`config.mk`:
```
export PLATFORM = sky130hd
export DESIGN_NAME = traffic_light_ctrl_n
export DESIGN_NICKNAME = d
export VERILOG_FILES = /design/src/rtl/traffic_pkg.sv /design/src/rtl/traffic_light_ctrl_n_phase_timer.sv /design/src/rtl/traffic_light_ctrl_n.sv
export SDC_FILE = /design/constraint.sdc
export NUM_CORES = 1
export LEC_CHECK = 0
export CORE_MARGIN = 2
export CORE_UTILIZATION = 48
export DETAILED_ROUTE_END_ITERATION = 8
export PLACE_DENSITY = 0.8
export SLEW_MARGIN = 20
export SYNTH_ARGS = -nofsm -noshare
export SYNTH_HDL_FRONTEND = slang
export SYNTH_SLANG_ARGS = --single-unit
```
`constraint.sdc`:
```
create_clock -name clk -period 2.35 [get_ports clk]
set_clock_uncertainty 0.05 [all_clocks]
set_input_delay 0.3525 -clock clk [delete_from_list [all_inputs] [get_ports clk]]
set_output_delay 0.3525 -clock clk [all_outputs]
set_load 0.01 [all_outputs]
```
`src/rtl/traffic_pkg.sv`:
```
// Shared types, lamp bit offsets and the round-robin phase search for the
// N-phase traffic light controller.
package traffic_pkg;

    typedef enum logic [1:0] {
        ST_ALL_RED = 2'd0,
        ST_GREEN   = 2'd1,
        ST_YELLOW  = 2'd2,
        ST_FLASH   = 2'd3
    } tl_state_t;

    localparam int LAMP_R = 0;
    localparam int LAMP_Y = 1;
    localparam int LAMP_G = 2;

    // Largest phase count the search function can handle.
    localparam int MAX_PHASES = 32;
    localparam int MAX_IDX_W  = 5;

    // First requesting phase after cur (wrapping), cur itself last;
    // with no demand at all, simply cur+1 mod n.
    function automatic int next_phase(input int cur,
                                      input logic [MAX_PHASES-1:0] demand,
                                      input int n);
        int   idx;
        int   result;
        logic found;
        logic [MAX_IDX_W-1:0] bit_sel;
        result = (cur + 1 >= n) ? 0 : cur + 1;
        found  = 1'b0;
        for (int k = 1; k <= MAX_PHASES; k++) begin
            if (k <= n) begin
                idx = cur + k;
                if (idx >= n) idx = idx - n;
                bit_sel = idx[MAX_IDX_W-1:0];
                if (!found && demand[bit_sel]) begin
                    result = idx;
                    found  = 1'b1;
                end
            end
        end
        return result;
    endfunction

endpackage

```
`src/rtl/traffic_light_ctrl_n_phase_timer.sv`:
```
// Loadable down-counter that advances only on ce and saturates at zero.
module phase_timer #(
    parameter int TIME_W = 8
) (
    input  logic              clk,
    input  logic              i_load,
    input  logic [TIME_W-1:0] i_load_val,
    input  logic              i_ce,
    output logic [TIME_W-1:0] o_cnt,
    output logic              o_zero
);

    logic [TIME_W-1:0] r_cnt;

    // A load (also used for reset) takes priority over counting.
    always_ff @(posedge clk) begin
        if (i_load) begin
            r_cnt <= i_load_val;
        end else if (i_ce && (r_cnt != '0)) begin
            r_cnt <= r_cnt - TIME_W'(1);
        end
    end

    assign o_cnt  = r_cnt;
    assign o_zero = (r_cnt == '0);

endmodule

```
`src/rtl/traffic_light_ctrl_n.sv`:
```
// N-phase traffic light controller: green -> yellow -> all-red per phase,
// demand-driven phase skipping and a flashing-yellow night mode.
module traffic_light_ctrl_n
    import traffic_pkg::*;
#(
    parameter  int NUM_PHASES   = 2,
    parameter  int TIME_W       = 8,
    parameter  int YELLOW_TIME  = 3,
    parameter  int ALL_RED_TIME = 1,
    localparam int PH_W = ($clog2(NUM_PHASES) > 1) ? $clog2(NUM_PHASES) : 1
) (
    input  logic                    clk,
    input  logic                    rst,
    input  logic                    ce,
    input  logic [TIME_W-1:0]       green_time,
    input  logic [NUM_PHASES-1:0]   demand,
    input  logic                    flash,
    output logic [3*NUM_PHASES-1:0] lights,
    output logic [PH_W-1:0]         phase,
    output logic [TIME_W-1:0]       time_left,
    output logic                    cycle_start
);

    if (NUM_PHASES < 2 || NUM_PHASES > MAX_PHASES) begin : g_bad_phases
        $error("NUM_PHASES out of range");
    end
    if (YELLOW_TIME < 1 || (YELLOW_TIME - 1) >= (1 << TIME_W)) begin : g_bad_yellow
        $error("YELLOW_TIME-1 must fit in TIME_W bits");
    end
    if (ALL_RED_TIME < 1 || (ALL_RED_TIME - 1) >= (1 << TIME_W)) begin : g_bad_all_red
        $error("ALL_RED_TIME-1 must fit in TIME_W bits");
    end

    localparam logic [TIME_W-1:0] YEL_LOAD = TIME_W'(YELLOW_TIME - 1);
    localparam logic [TIME_W-1:0] AR_LOAD  = TIME_W'(ALL_RED_TIME - 1);

    tl_state_t               r_state;
    tl_state_t               w_state_nxt;
    logic [PH_W-1:0]         r_phase;
    logic [PH_W-1:0]         w_phase_nxt;
    logic [PH_W-1:0]         w_sel_phase;
    logic                    r_flash_on;
    logic                    w_flash_on_nxt;
    logic                    r_cycle_start;
    logic                    w_cs_nxt;
    logic                    w_load;
    logic [TIME_W-1:0]       w_load_val;
    logic [TIME_W-1:0]       w_green_load;
    logic [TIME_W-1:0]       w_cnt;
    logic                    w_zero;
    logic [MAX_PHASES-1:0]   w_dem_ext;
    logic [3*NUM_PHASES-1:0] w_lights;

    phase_timer #(
        .TIME_W (TIME_W)
    ) u_timer (
        .clk        (clk),
        .i_load     (w_load),
        .i_load_val (w_load_val),
        .i_ce       (ce),
        .o_cnt      (w_cnt),
        .o_zero     (w_zero)
    );

    // A zero green time still gives one tick of green.
    assign w_green_load = (green_time == '0) ? '0 : green_time - TIME_W'(1);

    always_ff @(posedge clk) begin
        if (rst) begin
            r_state       <= ST_ALL_RED;
            r_phase       <= PH_W'(NUM_PHASES - 1);
            r_flash_on    <= 1'b0;
            r_cycle_start <= 1'b0;
        end else begin
            r_state       <= w_state_nxt;
            r_phase       <= w_phase_nxt;
            r_flash_on    <= w_flash_on_nxt;
            r_cycle_start <= w_cs_nxt;
        end
    end

    always_comb begin
        w_state_nxt    = r_state;
        w_phase_nxt    = r_phase;
        w_flash_on_nxt = r_flash_on;
        w_cs_nxt       = 1'b0;
        w_load         = 1'b0;
        w_load_val     = AR_LOAD;
        w_dem_ext      = '0;
        w_dem_ext[NUM_PHASES-1:0] = demand;
        w_sel_phase    = PH_W'(next_phase(int'(r_phase), w_dem_ext, NUM_PHASES));

        // Night mode is checked before the timer so it wins over an expiry.
        if (flash) begin
            if (r_state != ST_FLASH) begin
                w_state_nxt    = ST_FLASH;
                w_flash_on_nxt = 1'b1;
            end else if (ce) begin
                w_flash_on_nxt = !r_flash_on;
            end
        end else if (r_state == ST_FLASH) begin
            w_state_nxt    = ST_ALL_RED;
            w_flash_on_nxt = 1'b0;
            w_load         = 1'b1;
            w_load_val     = AR_LOAD;
        end else if (ce && w_zero) begin
            w_load = 1'b1;
            case (r_state)
                ST_GREEN: begin
                    w_state_nxt = ST_YELLOW;
                    w_load_val  = YEL_LOAD;
                end
                ST_YELLOW: begin
                    w_state_nxt = ST_ALL_RED;
                    w_load_val  = AR_LOAD;
                end
                default: begin
                    w_state_nxt = ST_GREEN;
                    w_phase_nxt = w_sel_phase;
                    w_load_val  = w_green_load;
                    w_cs_nxt    = (w_sel_phase == '0);
                end
            endcase
        end

        if (rst) begin
            w_load     = 1'b1;
            w_load_val = AR_LOAD;
        end
    end

    // Lamp decode from registered state only.
    always_comb begin
        w_lights = '0;
        for (int i = 0; i < NUM_PHASES; i++) begin
            case (r_state)
                ST_GREEN: begin
                    if (r_phase == PH_W'(i)) w_lights[3*i+LAMP_G] = 1'b1;
                    else                     w_lights[3*i+LAMP_R] = 1'b1;
                end
                ST_YELLOW: begin
                    if (r_phase == PH_W'(i)) w_lights[3*i+LAMP_Y] = 1'b1;
                    else                     w_lights[3*i+LAMP_R] = 1'b1;
                end
                ST_FLASH: begin
                    w_lights[3*i+LAMP_Y] = r_flash_on;
                end
                default: begin
                    w_lights[3*i+LAMP_R] = 1'b1;
                end
            endcase
        end
    end

    assign lights      = w_lights;
    assign phase       = r_phase;
    assign time_left   = (r_state == ST_FLASH) ? '0 : w_cnt;
    assign cycle_start = r_cycle_start;

endmodule
```
Word-level counts from Yosys, hierarchy flattened
Index checks and enable logic that the tools add are counted.

cells by class
  multiplexer cells = 40
  reductions and logical operators = 16
  add/sub/neg operators = 6
  order comparisons = 4
  bitwise gates (word level) = 5
  eq/ne operators = 6

operators by type and width
  cell                                                               number
  2-to-1 mux 8 bit                                                   8
  2-to-1 mux 1 bit                                                   18
  logical NOT 8 bit                                                  2
  one-hot mux 8 bit (2 select lines)                                 1
  subtractor 8 x 1 -> 8 bit, second input constant                   2
  less-than comparator 5 x 6 -> 1 bit, second input constant         2
  binary-select mux 1 bit (select 5 bit)                             2
  2-to-1 mux 5 bit                                                   2
  2-to-1 mux 2 bit                                                   4
  one-hot mux 1 bit (2 select lines)                                 4
  nonzero test 8 bit                                                 1
  OR reduction 6 bit                                                 1
  NOT 1 bit                                                          5
  == test 2 bit, second input constant                               2
  one-hot mux 2 bit (2 select lines)                                 1
  AND reduction 2 bit                                                2
  AND reduction 4 bit                                                1
  nonzero test 2 bit                                                 2
  subtractor 3 x 2 -> 4 bit, second input constant                   1
  adder 1 x 2 -> 3 bit, second input constant                        1
  greater-or-equal comparator 3 x 2 -> 1 bit, second input constant  1
  logical AND 1 bit                                                  3
  != test 3 x 2 -> 1 bit, second input constant                      1
  nonzero test 3 bit                                                 1
  8 further kinds                                                    9

storage, ports and cells
  register bits = 13
  input port bits = 14
  logic and storage cells = 82

Logic depth before layout (Yosys ltp)
  depth in word-level cells = 10
  mapped depth = 6
  depth with buffers taken out = 6

By module
Synthesis repeated with hierarchy kept, for this count alone.

unflattened totals
  cells, all modules = 145
  area, all modules = 1156.1 um2

by module, submodules not included
  module                seq. area each (um2)  instances  area each (um2)  cells an instance
  traffic_light_ctrl_n  100.1                 1          656.9            92
  phase_timer           240.2                 1          499.2            53

Worst setup path before layout
No wires, ideal clock.

  path type = register -> register
  start = register u_timer.r_cnt[0], in the netlist u_timer.o_cnt[0]
  end = register u_timer.r_cnt[0], in the netlist u_timer.o_cnt[0] (enable)
  setup slack = 0.232 ns
  path buffers = 0
  stages on the path, launching flop included = 7
  data arrival time = 1.742 ns
  required time = 1.974 ns
  cell sequence = edfxtp_1 inv_1 ha_1 nor4bb_1 a21oi_1 o21bai_1 a21o_1

between the ends
  cells in the longest elaborated chain, start to end = 7
  elaborated cells between the ends (all ways) = 9
  classes of those cells = mux (4); reduce/logical (5)

RTL lines
  what                            line                                    RTL
  start: declaration              traffic_light_ctrl_n_phase_timer.sv:13  logic [TIME_W-1:0] r_cnt;
  start signal: assignment        traffic_light_ctrl_n_phase_timer.sv:18  r_cnt <= i_load_val;
  start signal: assignment        traffic_light_ctrl_n_phase_timer.sv:20  r_cnt <= r_cnt - TIME_W'(1);
  logical NOT 8 bit               traffic_light_ctrl_n_phase_timer.sv:25  assign o_zero = (r_cnt == '0);
  logical AND 1 bit               traffic_light_ctrl_n.sv:106             end else if (ce && w_zero) begin
  2-to-1 mux 1 bit                traffic_light_ctrl_n.sv:106
  2-to-1 mux 1 bit                traffic_light_ctrl_n.sv:101             end else if (r_state == ST_FLASH) begin
  2-to-1 mux 1 bit                traffic_light_ctrl_n.sv:94              if (flash) begin
  2-to-1 mux 1 bit                traffic_light_ctrl_n.sv:126             if (rst) begin
  nonzero test 2 bit (no line) *  n/a

Every way passes the cells marked *; elsewhere a longest branch is shown, timed or not.
A chain may end at the register's enable or synchronous reset.

Worst setup path in the final report
  start = register u_timer.r_cnt[3], in the netlist u_timer.o_cnt[3]
  end = register u_timer.r_cnt[3], in the netlist u_timer.o_cnt[3] (enable)

The elaborated chain is that of the path after synthesis.

==> metrics.log <==
[metrics] fraction of layout instances using a drive strength above 1: approximately 15%
[metrics] flip-flop and latch count after synthesis: 13
[metrics] share of async-settable or async-resettable flops after synthesis: 0%
[metrics] hold-fix buffers at CTS: 0
[metrics] residual overflow from global routing: 0
[metrics] crit path capture type: flip-flop
[metrics] setup repair after global routing missed its margin: no
[metrics] register-to-register path setup slack: 120 ps
[metrics] CTS buffer count: 3
[metrics] startpoint of the lowest-slack register-to-register path: u_timer.o_cnt[3]$_DFFE_PP_
[metrics] clock-pin slew of the registers on the worst-case setup and hold paths: 90 ps
[metrics] minimum clock period after layout: 2233 ps
[metrics] critical hold path startpoint: r_flash_on$_SDFFE_PP0P_
[metrics] DR iter-0 viols: 38
[metrics] number of enable-type register cells in the synthesized netlist: 8
[metrics] sum of internal, switching and leakage power: 1110 uW
[metrics] pin slew with the least headroom to its limit: between 500 and 600 ps
[metrics] TritonCTS clock tree: yes
[metrics] overall via count from detail_route: ~1.2k
[metrics] vias in the first global route: ~1.1k
[metrics] mean post-synth cell area: ~8.7 um^2
[metrics] total global routing track utilization: 22.18%
[metrics] max-capacitance violation count: 0
[metrics] post-placement cell area: 1544 um^2
[metrics] Die Span X: around 52 um
[metrics] leading register cell type out of synthesis: sky130_fd_sc_hd__edfxtp_1
[metrics] number of pins with negative max-slew slack in the final report: 0
[metrics] CTS H-tree depth: 1
[metrics] critical path class: reg2reg
[metrics] initial antenna violation count: 0
[metrics] worst min path class: reg2reg
[metrics] critical path arrival: between 2000 and 2500 ps
[metrics] Cell Pwr Density: 700.0 nW/um^2
[metrics] number of cell rows: 17
[metrics] Net count, final: 196
[metrics] IR Drop Worst-Case VDD: around 0.00042 V
[metrics] die footprint: 2710 um^2
[metrics] crit-path max FO: 8
[metrics] number of buffers between clock root and the deepest sink: 2
[metrics] wire length after detailed routing: 2748 um
[metrics] antenna viol nets, final: 0
[metrics] final routed wire length divided by cell count: ~14 um
[metrics] vertical die dimension: 52.06 um
[metrics] result of the run: complete, no violations
[metrics] sequential-to-total area share from yosys stat: approximately 30%
[metrics] worst path required time: 2300 ps
[metrics] remaining routing DRC violations: 0
[metrics] Final setup viols: 0
[metrics] number of unique standard cell types used by synthesis: 35
[metrics] maximum number of pins on one net before global-route repair: 11
[metrics] hold depth: 2
[metrics] crit path from: u_timer.o_cnt[3]$_DFFE_PP_
[metrics] latest clock arrival within the worst-skew pair: between 200 and 300 ps
[metrics] Core Footprint: 2191 um^2
[metrics] ratio of final minimum period to clock period: about 95%
[metrics] last weighted congestion value of the routability-driven placer: between 0.9 and 1
[metrics] post-route cell area: roughly 1600 um^2
[metrics] CTS root buffer: sky130_fd_sc_hd__clkbuf_4
[metrics] Diodes inserted: 0
[metrics] final hold violation count: 0
[metrics] post-synth net total: roughly 150
[metrics] area added between synthesis and finish: 43.00%
[metrics] static power due to leakage: slightly above 0.0006 uW
[metrics] I/O pin cnt: 30
[metrics] initial standard-cell utilization of the core: 50.60%
[metrics] Hold EP: r_flash_on$_SDFFE_PP0P_
[metrics] capture instance of the worst register-to-register path: u_timer.o_cnt[3]$_DFFE_PP_
[metrics] TritonCTS sink count: 13
[metrics] maximum achievable frequency: 0.4478 GHz
[metrics] routed via count divided by cell count: 5.750
[metrics] first-pass detailed-route iteration total: 6
[metrics] placed wire-length estimate after detailed placement: ~2200 um
[metrics] cell count after synthesis: 128
[metrics] I/O Buffers: 29
[metrics] path depth of the worst reg2reg path: 6
[metrics] relative slew slack: 60.19%
[metrics] Synthesis Warnings: 0
[metrics] wire length of the first global-routing pass: 4526 um
[metrics] Setup crit start kind: flip-flop
[metrics] post-synthesis instance area: around 1100 um^2
cell usage after synthesis (2+ instances only):
cell type | count | area (um^2)
sky130_fd_sc_hd__inv_1 | 10 | 37.54
sky130_fd_sc_hd__nor2b_1 | 10 | 62.56
sky130_fd_sc_hd__o22ai_1 | 6 | 37.54
sky130_fd_sc_hd__nor3_1 | 6 | 30.03
sky130_fd_sc_hd__nor2_1 | 12 | 45.04
sky130_fd_sc_hd__ha_1 | 9 | 112.6
sky130_fd_sc_hd__a21oi_1 | 8 | 40.04
sky130_fd_sc_hd__o21ai_0 | 6 | 30.03
sky130_fd_sc_hd__xor2_1 | 3 | 26.28
sky130_fd_sc_hd__xnor2_1 | 8 | 70.07
sky130_fd_sc_hd__edfxtp_1 | 8 | 240.2
sky130_fd_sc_hd__nand2_1 | 5 | 18.77
sky130_fd_sc_hd__dfxtp_1 | 5 | 100.1
sky130_fd_sc_hd__nand3_1 | 2 | 10.01
sky130_fd_sc_hd__nor4_1 | 5 | 31.28
sky130_fd_sc_hd__nand2b_1 | 3 | 18.77
sky130_fd_sc_hd__clkbuf_1 | 3 | 11.26
sky130_fd_sc_hd__or4_4 | 2 | 22.52
metal layers:
layer / track usage [%] / vias up / share of wire (%)
met1: 24.37 / 539 / 41
met5: 0 / - / 0
met3: 2.586 / 10 / 4.8
met4: 13.60 / 0 / 3.2
met2: 40.08 / 48 / 51
li1: - / 553 / -
registers in the layout, indices dropped and copies added, names as in the netlist:
| register | flops |
|---|---|
| u_timer.o_cnt | 8 |
| r_flash_on | 1 |
| r_state | 2 |
| phase | 1 |
| cycle_start | 1 |
through the flow:
stage          TNS (ps)  setup slack, ps  hold slack, ps  cells  utilization (%)
4_1_cts               0            62.56           474.7    200            72.30
6_report              0            117.1           467.9    200            72.36
5_1_grt               0            26.97           543.6    200            72.36
3_5_place_dp     -177.5           -34.50           455.8    196            70.47
3_3_place_gp     -7.228           -7.228           438.3    196            70.47
2_1_floorplan         0            231.8           418.7    128                -
repair_timing:
action                     4_1_cts  5_1_grt
resized for setup                3        1
setup endpoints to repair        2        2
buffers inserted                 0        0
layout by cell type (no fill, tap or decap), drive strengths merged, types with 2 or more instances in the layout:
master / instances
a21oi: 8
buf: 15
clkbuf: 4
clkdlybuf4s50: 29
dfxtp: 5
edfxtp: 8
ha: 9
inv: 10
nand2: 5
nand2b: 3
nand3: 2
nor2: 12
nor2b: 10
nor3: 6
nor4: 5
o21ai: 6
o22ai: 6
or4: 2
or4b: 2
xnor2: 8
xor2: 3
worst max-delay path, stage by stage, from the launching register on:
cell and delay [ps]:
sky130_fd_sc_hd__edfxtp_1 410, sky130_fd_sc_hd__buf_4 170, sky130_fd_sc_hd__nor4_1 550, sky130_fd_sc_hd__a21oi_1 160, sky130_fd_sc_hd__o21bai_1 310, sky130_fd_sc_hd__a21o_1 170
sky130_fd_sc_hd__buf_12 130
where the power goes:
group	internal, uW	switching [uW]
sequential	314	60.1
combinational	322	271
clock	65.8	76.7
total	702	407
cells by family after synthesis:
family                     count (synthesis)  share of synthesized area [%]
muxes                                      1                         0.9030
DFF                                       13                          30.70
AOI/OAI and AO/OA                         27                          15.46
adders and majority gates                  9                          10.16
buffers and inverters                     14                          4.740
xor gates and xnor gates                  11                          8.691
and+or+nand+nor                           53                          29.35
cell type report:
| cell class | count | area, um^2 |
|---|---|---|
| tap | 28 | 35.03 |
| fill | 173 | 605.6 |
| sequential | 13 | 342.8 |
| timing repair buffer | 44 | 415.4 |
| multi-input combinational | 101 | 728.2 |
| clock buffer | 4 | 26.28 |
| inverter | 10 | 37.54 |
worst max-delay path by stage:
stage / end / cells after the start
floorplan: u_timer.o_cnt[0]$_DFFE_PP_ / 6
global placement: u_timer.o_cnt[0]$_DFFE_PP_ / 5
detailed placement: u_timer.o_cnt[0]$_DFFE_PP_ / 5
CTS: lights[0] / 5
global route: lights[0] / 5
finish: u_timer.o_cnt[3]$_DFFE_PP_ / 6
Note: power is estimated with default switching activity, not from simulation.
